$ cat config.mk
export PLATFORM = sky130hd
export DESIGN_NAME = arp_tx_gate_ctrl
export DESIGN_NICKNAME = d
export VERILOG_FILES = /design/src/rtl/arp_tx_gate_ctrl.sv
export SDC_FILE = /design/constraint.sdc
export NUM_CORES = 1
export LEC_CHECK = 0
export ABC_CLOCK_PERIOD_IN_PS = 2700
export CORE_AREA = 5 5 165 167
export CTS_CLUSTER_DIAMETER = 60
export DETAILED_ROUTE_END_ITERATION = 10
export DIE_AREA = 0 0 170 172
export PLACE_DENSITY = 0.63
export SLEW_MARGIN = 20
export SYNTH_ARGS = -nofsm -noshare
export SYNTH_HDL_FRONTEND = slang
export SYNTH_SLANG_ARGS = --single-unit
$ cat constraint.sdc
create_clock -name i_clk -period 2.7 [get_ports i_clk]
set_input_delay 0.675 -clock i_clk [delete_from_list [all_inputs] [get_ports i_clk]]
set_output_delay 0.675 -clock i_clk [all_outputs]
set_load 0.01 [all_outputs]
$ cat src/rtl/arp_tx_gate_ctrl.sv
// Gates the user TX stream into the UDP TX path until the destination IP has
// a resolved MAC; drives ARP cache lookups, ARP request retries and drops.
module arp_tx_gate_ctrl #(
  parameter logic [31:0] P_DST_IP_ADDR      = {8'd192, 8'd168, 8'd100, 8'd100},
  parameter int unsigned P_SEEK_WAIT        = 16,
  parameter int unsigned P_ARP_RETRY_CYCLES = 156250,
  parameter int unsigned P_ARP_MAX_TRIES    = 3
) (
  input  logic        i_clk,
  input  logic        i_rst,
  input  logic [31:0] i_dst_ip,
  input  logic        i_dst_ip_valid,
  output logic [31:0] o_seek_ip,
  output logic        o_seek_valid,
  input  logic [47:0] i_seek_mac,
  input  logic        i_seek_mac_valid,
  output logic        o_arp_active,
  output logic [31:0] o_arp_active_dst_ip,
  output logic [47:0] o_dst_mac,
  output logic        o_dst_mac_valid,
  input  logic [63:0] s_axis_user_data,
  input  logic [31:0] s_axis_user_user,
  input  logic [7:0]  s_axis_user_keep,
  input  logic        s_axis_user_last,
  input  logic        s_axis_user_valid,
  output logic        s_axis_user_ready,
  output logic [63:0] m_axis_udp_data,
  output logic [31:0] m_axis_udp_user,
  output logic [7:0]  m_axis_udp_keep,
  output logic        m_axis_udp_last,
  output logic        m_axis_udp_valid,
  input  logic        m_axis_udp_ready,
  output logic        o_resolved,
  output logic        o_arp_fail,
  output logic [15:0] o_drop_cnt
);

  localparam int unsigned TMR_MAX = (P_ARP_RETRY_CYCLES > P_SEEK_WAIT) ?
                                    P_ARP_RETRY_CYCLES : P_SEEK_WAIT;
  localparam int unsigned TMR_W   = $clog2(TMR_MAX + 1);
  localparam int unsigned TRY_W   = 4;
  localparam int unsigned IP_W    = 32;
  localparam int unsigned MAC_W   = 48;
  localparam int unsigned CNT_W   = 16;

  typedef enum logic [2:0] {
    ST_IDLE,
    ST_SEEK,
    ST_ARP_REQ,
    ST_ARP_WAIT,
    ST_PASS,
    ST_DROP
  } state_t;

  state_t             state_q, state_d;
  logic [IP_W-1:0]    dst_ip_q, dst_ip_d;
  logic [IP_W-1:0]    pend_ip_q, pend_ip_d;
  logic               pend_valid_q, pend_valid_d;
  logic               resolved_q, resolved_d;
  logic [TRY_W-1:0]   try_q, try_d;
  logic [TMR_W-1:0]   tmr_q, tmr_d;
  logic [MAC_W-1:0]   dst_mac_q, dst_mac_d;
  logic [CNT_W-1:0]   drop_cnt_q, drop_cnt_d;
  logic               seek_valid_q, seek_valid_d;
  logic               arp_active_q, arp_active_d;
  logic               dst_mac_valid_q, dst_mac_valid_d;
  logic               arp_fail_q, arp_fail_d;
  logic               gate_open_q, gate_open_d;

  logic               in_pass;
  logic               in_drop;
  logic               last_done;
  logic               resolving;

  // Zero-latency pass-through datapath
  assign in_pass           = (state_q == ST_PASS);
  assign in_drop           = (state_q == ST_DROP);
  assign s_axis_user_ready = (in_pass & m_axis_udp_ready) | in_drop;
  assign m_axis_udp_data   = s_axis_user_data;
  assign m_axis_udp_user   = s_axis_user_user;
  assign m_axis_udp_keep   = s_axis_user_keep;
  assign m_axis_udp_last   = s_axis_user_last;
  assign m_axis_udp_valid  = s_axis_user_valid & in_pass;
  assign last_done         = s_axis_user_valid & s_axis_user_ready & s_axis_user_last;
  assign resolving         = (state_q == ST_SEEK) || (state_q == ST_ARP_REQ) ||
                             (state_q == ST_ARP_WAIT);

  assign o_seek_ip           = dst_ip_q;
  assign o_arp_active_dst_ip = dst_ip_q;
  assign o_seek_valid        = seek_valid_q;
  assign o_arp_active        = arp_active_q;
  assign o_dst_mac           = dst_mac_q;
  assign o_dst_mac_valid     = dst_mac_valid_q;
  assign o_resolved          = gate_open_q;
  assign o_arp_fail          = arp_fail_q;
  assign o_drop_cnt          = drop_cnt_q;

  always_ff @(posedge i_clk) begin
    if (i_rst) begin
      state_q         <= ST_IDLE;
      dst_ip_q        <= P_DST_IP_ADDR;
      pend_ip_q       <= '0;
      pend_valid_q    <= 1'b0;
      resolved_q      <= 1'b0;
      try_q           <= '0;
      tmr_q           <= '0;
      dst_mac_q       <= '0;
      drop_cnt_q      <= '0;
      seek_valid_q    <= 1'b0;
      arp_active_q    <= 1'b0;
      dst_mac_valid_q <= 1'b0;
      arp_fail_q      <= 1'b0;
      gate_open_q     <= 1'b0;
    end else begin
      state_q         <= state_d;
      dst_ip_q        <= dst_ip_d;
      pend_ip_q       <= pend_ip_d;
      pend_valid_q    <= pend_valid_d;
      resolved_q      <= resolved_d;
      try_q           <= try_d;
      tmr_q           <= tmr_d;
      dst_mac_q       <= dst_mac_d;
      drop_cnt_q      <= drop_cnt_d;
      seek_valid_q    <= seek_valid_d;
      arp_active_q    <= arp_active_d;
      dst_mac_valid_q <= dst_mac_valid_d;
      arp_fail_q      <= arp_fail_d;
      gate_open_q     <= gate_open_d;
    end
  end

  always_comb begin
    state_d         = state_q;
    dst_ip_d        = dst_ip_q;
    pend_ip_d       = pend_ip_q;
    pend_valid_d    = pend_valid_q;
    resolved_d      = resolved_q;
    try_d           = try_q;
    tmr_d           = tmr_q;
    dst_mac_d       = dst_mac_q;
    drop_cnt_d      = drop_cnt_q;
    seek_valid_d    = 1'b0;
    arp_active_d    = 1'b0;
    dst_mac_valid_d = 1'b0;
    arp_fail_d      = 1'b0;

    if (resolving && i_dst_ip_valid) begin
      // New destination while resolving: restart lookup for the new IP
      dst_ip_d     = i_dst_ip;
      resolved_d   = 1'b0;
      try_d        = '0;
      tmr_d        = '0;
      seek_valid_d = 1'b1;
      state_d      = ST_SEEK;
    end else begin
      unique case (state_q)
        ST_IDLE: begin
          if (i_dst_ip_valid) begin
            dst_ip_d   = i_dst_ip;
            resolved_d = 1'b0;
            try_d      = '0;
          end
          if (s_axis_user_valid) begin
            if (resolved_q && !i_dst_ip_valid) begin
              state_d = ST_PASS;
            end else begin
              state_d      = ST_SEEK;
              tmr_d        = '0;
              seek_valid_d = 1'b1;
            end
          end
        end

        ST_SEEK: begin
          if (i_seek_mac_valid) begin
            dst_mac_d       = i_seek_mac;
            dst_mac_valid_d = 1'b1;
            resolved_d      = 1'b1;
            try_d           = '0;
            state_d         = ST_PASS;
          end else if (tmr_q == TMR_W'(P_SEEK_WAIT - 1)) begin
            if (try_q < TRY_W'(P_ARP_MAX_TRIES)) begin
              arp_active_d = 1'b1;
              state_d      = ST_ARP_REQ;
            end else begin
              arp_fail_d = 1'b1;
              try_d      = '0;
              state_d    = ST_DROP;
            end
          end else begin
            tmr_d = tmr_q + TMR_W'(1);
          end
        end

        ST_ARP_REQ: begin
          try_d   = try_q + TRY_W'(1);
          tmr_d   = '0;
          state_d = ST_ARP_WAIT;
        end

        // Late cache hits are ignored here; the following lookup catches them
        ST_ARP_WAIT: begin
          if (tmr_q == TMR_W'(P_ARP_RETRY_CYCLES - 1)) begin
            tmr_d        = '0;
            seek_valid_d = 1'b1;
            state_d      = ST_SEEK;
          end else begin
            tmr_d = tmr_q + TMR_W'(1);
          end
        end

        ST_PASS, ST_DROP: begin
          if (i_dst_ip_valid) begin
            pend_ip_d    = i_dst_ip;
            pend_valid_d = 1'b1;
          end
          if (last_done) begin
            state_d = ST_IDLE;
            if (in_drop && (drop_cnt_q != {CNT_W{1'b1}})) begin
              drop_cnt_d = drop_cnt_q + CNT_W'(1);
            end
            // Deferred IP change lands on the packet boundary
            if (i_dst_ip_valid || pend_valid_q) begin
              dst_ip_d     = i_dst_ip_valid ? i_dst_ip : pend_ip_q;
              pend_valid_d = 1'b0;
              resolved_d   = 1'b0;
              try_d        = '0;
            end
          end
        end

        default: state_d = ST_IDLE;
      endcase
    end

    gate_open_d = (state_d == ST_PASS);
  end

endmodule

======== Word-level counts from Yosys, hierarchy flattened ========
Index checks and enable logic that the tools add are counted.
storage, ports and cells
  bits in registers ....................... 160
  bits of input ports ..................... 191
  word-level logic and storage cells ...... 115
  output and inout port bits .............. 240
cells by class
  equality and inequality tests ........... 22
  muxes and demuxes ....................... 44
  add/sub/neg operators ................... 3
  reductions and logical operators ........ 23
  $lt $le $gt $ge ......................... 1
  bitwise logic cells ..................... 8
operators by type and width
  kind                                             number
  two-way mux 32 bit                               5
  two-way mux 18 bit                               5
  case mux 18 bit (4 select lines)                 1
  case mux 32 bit (2 select lines)                 1
  two-way mux 3 bit                                8
  two-way mux 4 bit                                6
  adder 18 x 1 -> 18 bit (second input constant)   1
  == test 18 bit (second input constant)           1
  == test 18 x 4 -> 1 bit (second input constant)  1
  adder 16 x 1 -> 16 bit (second input constant)   1
  != test 16 bit (second input constant)           1
  != test 2 bit (second input constant)            8
  case mux 4 bit (4 select lines)                  1
  case mux 3 bit (5 select lines)                  1
  two-way mux 1 bit                                14
  != test 3 bit (second input constant)            4
  AND reduction 5 bit                              2
  == test 3 bit (second input constant)            3
  AND reduction 4 bit                              2
  nonzero test 4 bit                               2
  == test 3 x 2 -> 1 bit (second input constant)   2
  AND reduction 6 bit                              1
  nonzero test 3 bit                               2
  OR reduction 5 bit                               1
  17 further kinds                                 27

======== Longest topological paths before layout ========
  depth in word-level cells ............... 9
  mapped depth ............................ 8
  gate-level depth less buffers ........... 7

======== Worst setup path before layout ========
No wires, ideal clock.
  kind .................................... input to register
  start ................................... input port i_dst_ip_valid
  end ..................................... register tmr_q[11]
  slack ................................... 0.432 ns
  stages .................................. 7
  required time ........................... 2.630 ns
  buffers on the path ..................... 2
  setup time .............................. 0.070 ns
  arrival time ............................ 2.199 ns
  cells stage by stage .................... nand2b_1 > a311oi_2 > or2_2 > clkbuf_1 > o21ai_2 > buf_2 > a21oi_1
on the way
  longest elaborated chain between the ends .. 4
  elaborated cells between the ends (all ways) .. 6
  classes of those cells .................. 1 x eq/ne; 5 x reduce/logical
ends and longest elaborated chain
  item                           line  RTL
  start, declared                12    input logic i_dst_ip_valid,
  zero test 1 bit                164   if (resolved_q && !i_dst_ip_valid) begin
  logical AND 1 bit              164
  != test 2 bit (no line)        -
  AND reduction 5 bit (no line)  -
  end signal, assigned           121   tmr_q <= tmr_d;
  end, declared                  61    logic [TMR_W-1:0] tmr_q, tmr_d;
Several ways; a longest one is shown, not always the timed one.
A chain may end at the register's enable or synchronous reset.

======== Worst setup path after layout ========
  start ................................... input port s_axis_user_last
  end ..................................... output port m_axis_udp_last
RTL lines
  item             line  RTL
  start, declared  24    input logic s_axis_user_last,
  end, declared    30    output logic m_axis_udp_last,
No word-level cell between the ends.

==> impl_metrics.env <==
export IMPL_power_density_nw_per_um2=579
export IMPL_finClkSkew_ns=0.0155
export IMPL_fp_dieW_um=170
export IMPL_cts_buffers_inserted=17
export IMPL_slew_viol_final=0
export IMPL_drive_gt1_share_pct=8.88
export IMPL_critPathSlowestCell="clkdlybuf4s50_1"
export IMPL_worst_path_stages=3
export IMPL_cp_arrival_ns=1.79
export IMPL_crit_chain="clkdlybuf4s50_1 -> buf_4 -> clkdlybuf4s50_1"
export IMPL_setup_violations=0
export IMPL_antenna_found_initial=0
export IMPL_clockPowerShare_pct=41.0
export IMPL_p_sw_share_pct=28.5
export IMPL_max_stage_delay_ns=0.53
export IMPL_final_hold_viol_count=0
export IMPL_syn_nets=1147
export IMPL_synthArstFlopShare_pct=0
export IMPL_tns_ns=0
export IMPL_synth_seq_cells=160
export IMPL_placed_cells=1350
export IMPL_grt_usage_pct=14.4
export IMPL_path_class="in2out"
export IMPL_core_area_um2=25600
export IMPL_ys_types=55
export IMPL_syn_to_final_growth_pct=29.7
export IMPL_numClockSinks=160
export IMPL_initial_core_util_pct=30.4
export IMPL_netSwitchingPower_mw=1.67
export IMPL_cpMostUsedCell="clkdlybuf4s50_1"
export IMPL_hp_class="reg2reg"
export IMPL_drtPass1Iterations=5
export IMPL_p_int_mw=4.18
export IMPL_post_cts_buffers=0
export IMPL_port_buffers=222
export IMPL_ys_flop_type="dfxtp_1"
export IMPL_dpl_cell_area_um2=9520
export IMPL_worstSetupEndpointType="primary output"
export IMPL_ir_drop_mv=0.287
export IMPL_grt_pass1_wl_um=34000
export IMPL_start_kind="primary input"
export IMPL_cp_top_family="buffers and inverters"
export IMPL_startpoint="s_axis_user_last"
export IMPL_cts_root_buf="clkbuf_16"
export IMPL_worstPathMaxFanout=2
export IMPL_r2r_start="tmr_q[11]"
export IMPL_reg2reg_depth=6
export IMPL_first_iter_violations=460
export IMPL_routed_wl_um=22000
export IMPL_cts_hold_buffers_added=0
export IMPL_cts_tree="yes"
export IMPL_max_cap_violations=0
export IMPL_row_count=59
export IMPL_relSlewSlack_pct=61.7
export IMPL_dieArea_um2=29200
export IMPL_grt_pass1_vias=6252
export IMPL_critPathRequiredTime_ns=2.03
export IMPL_hpwl_um=15700
export IMPL_hp_start="pend_ip_q[24]"
export IMPL_power_frac_seq_pct=43.4
export IMPL_clockBufferDepth=2
export IMPL_period_needed_ns=2.47
export IMPL_drc_errors=0
export IMPL_viasPerCell=4.84
export IMPL_clk_pin_slew_ns=0.07
export IMPL_vias=6683
export IMPL_hold_depth=2
export IMPL_fin_cells=1382
export IMPL_insertedDiodeCount=0
export IMPL_h_tree_depth=4
export IMPL_synth_area_um2=7780
export IMPL_setup_slack_ns=0.234
export IMPL_io_pins=431
export IMPL_post_drt_wl_per_cell_um=15.9
export IMPL_dieHeight_um=172
export IMPL_synth_avg_cell_area_um2=8.18
export IMPL_ant_nets=0
export IMPL_grt_max_degree=73
export IMPL_pwr_share_comb_pct=15.7
export IMPL_outcome="completed"
export IMPL_clk_insertion_delay_late_ns=0.44
export IMPL_synth_edf_count=0
export IMPL_finalCritPeriodShare_pct=91.3
export IMPL_rsz0062_at_grt="false"
export IMPL_rrSetupSlack_ns=0.39
export IMPL_final_area_um2=10100
export IMPL_tightestPinTransition_ns=0.575
export IMPL_dpl_worst_slack_ns=-0.0642
export IMPL_gr_total_overflow=0
export IMPL_fmax_mhz=405
export IMPL_synthCells=952
export IMPL_yosys_warnings=0
export IMPL_synth_seq_area_share_pct=41.1
export IMPL_fin_nets=1229
export IMPL_leakage_nw=3.38
export IMPL_gp_congestion=0.885
export IMPL_critical_path_buf_inv_count=3
[kinds of logic after synthesis]
group	share of synthesized area, %
buf+inv	16.9
compound gates	13.5
mux	4.39
xor+xnor	2.25
simple gates	21.2
fa+ha+maj	0.643
flops	41.1
[metal layers]
metal  part of all wire, %  up-vias  track usage, %
met5                     0        -               0
met4                   1.6        0            4.51
met3                   8.5       39            5.10
met2                    48      281            23.9
met1                    42     3076            17.5
li1                      -     3287               -
[layout by cell type, fill, tap and decap left out, types with 9 or more instances in the layout]
master | synthesis | final
a211o_1 | 11 | 11
a211oi_1 | 26 | 26
a21oi_1 | 103 | 103
buf_4 | 139 | 31
clkbuf_16 | 0 | 17
clkdlybuf4s50_1 | 0 | 219
dfxtp_1 | 160 | 159
mux2i_1 | 33 | 33
nand2_1 | 181 | 181
nand3_1 | 13 | 13
nand4_1 | 14 | 14
nor2_1 | 66 | 64
nor3_1 | 18 | 18
nor4_1 | 12 | 12
o21ai_0 | 10 | 10
or4_1 | 9 | 9
xnor2_1 | 20 | 20
[per-stage QoR]
step	power [mW]	hold slack [ns]	utilization (%)
CTS	5.95	0.455	39.4
detailed placement	3.52	0.446	37.2
finish	5.85	0.453	39.4
global placement	3.51	0.440	37.2
floorplan	3.19	0.436	-
global route	6.14	0.469	39.4
[timing repair]
action,CTS,global route
endpoints found under the hold margin,0,0
endpoints found under the setup margin,1,1
gates resized for setup,3,1
pin swaps,0,0
[power groups by stage]
| stage | Clock (mW) | Sequential (mW) | Combinational, mW |
|---|---|---|---|
| 6_report | 2.40 | 2.54 | 0.916 |
| 5_1_grt | 2.59 | 2.56 | 0.994 |
| 4_1_cts | 2.48 | 2.54 | 0.927 |
| 3_5_place_dp | 0 | 2.59 | 0.924 |
| 3_3_place_gp | 0 | 2.59 | 0.920 |
| 2_1_floorplan | 0 | 2.60 | 0.589 |
[worst register-to-register path: cells and delay by family, from the launching register on]
kind	cells	cell delay [ns]
AOI/OAI and AO/OA	3	0.58
and+or+nand+nor	2	1.08
buffers and inverters	1	0.16
DFF	1	0.36
[path summary, 6_finish.rpt]
path                           to
setup reg to reg        tmr_q[13]
setup / recovery  m_axis_udp_last
hold / removal      pend_ip_q[24]
hold reg to reg     pend_ip_q[24]
[sequential cells by signal, indices dropped and copies added (netlist names)]
register and cells:
try_q 4, resolved_q 1, state_q 3, o_dst_mac_valid 1, o_drop_cnt 16, pend_ip_q 32, tmr_q 18, o_dst_mac 48
pend_valid_q 1, o_arp_fail 1, o_arp_active_dst_ip 32, o_seek_valid 1, o_arp_active 1, o_resolved 1
[synthesized netlist by cell type (2+ instances only)]
| cell | count | area (um^2) |
|---|---|---|
| or4_4 | 2 | 22.5 |
| o41ai_1 | 4 | 35.0 |
| a211oi_1 | 26 | 195 |
| and3_1 | 3 | 18.8 |
| o21ai_0 | 10 | 50.1 |
| nand4_1 | 14 | 87.6 |
| or3_1 | 6 | 37.5 |
| a41oi_1 | 2 | 17.5 |
| inv_1 | 7 | 26.3 |
| nor4_1 | 12 | 75.1 |
| nor2_1 | 66 | 248 |
| nor2b_1 | 4 | 25.0 |
| nand2b_1 | 3 | 18.8 |
| a31oi_1 | 4 | 25.0 |
| buf_6 | 2 | 22.5 |
| a211o_1 | 11 | 96.3 |
| mux2i_1 | 33 | 330 |
| or2_2 | 4 | 25.0 |
| nor3_1 | 18 | 90.1 |
| clkbuf_1 | 51 | 191 |
| nand3_1 | 13 | 65.1 |
| ha_1 | 4 | 50.1 |
| or3_2 | 2 | 15.0 |
| nand4b_1 | 2 | 17.5 |
| xnor2_1 | 20 | 175 |
| a21oi_1 | 103 | 515 |
| or4b_2 | 3 | 30.0 |
| buf_4 | 139 | 1040 |
| buf_1 | 2 | 7.51 |
| o31ai_1 | 6 | 45.0 |
| and4_1 | 4 | 35.0 |
| dfxtp_1 | 160 | 3200 |
| and2_1 | 2 | 12.5 |
| or4_1 | 9 | 67.6 |
| nand2_1 | 181 | 679 |
[area by class of cell]
type	count	area [um^2]
timing repair buffer	259	2590
multi-input combinational	588	3280
clock buffer	17	425
clock inverter	15	151
sequential	160	3200
fill	2566	15500
tap	335	419
inverter	8	30.0
(Power assumes the default switching activity.)
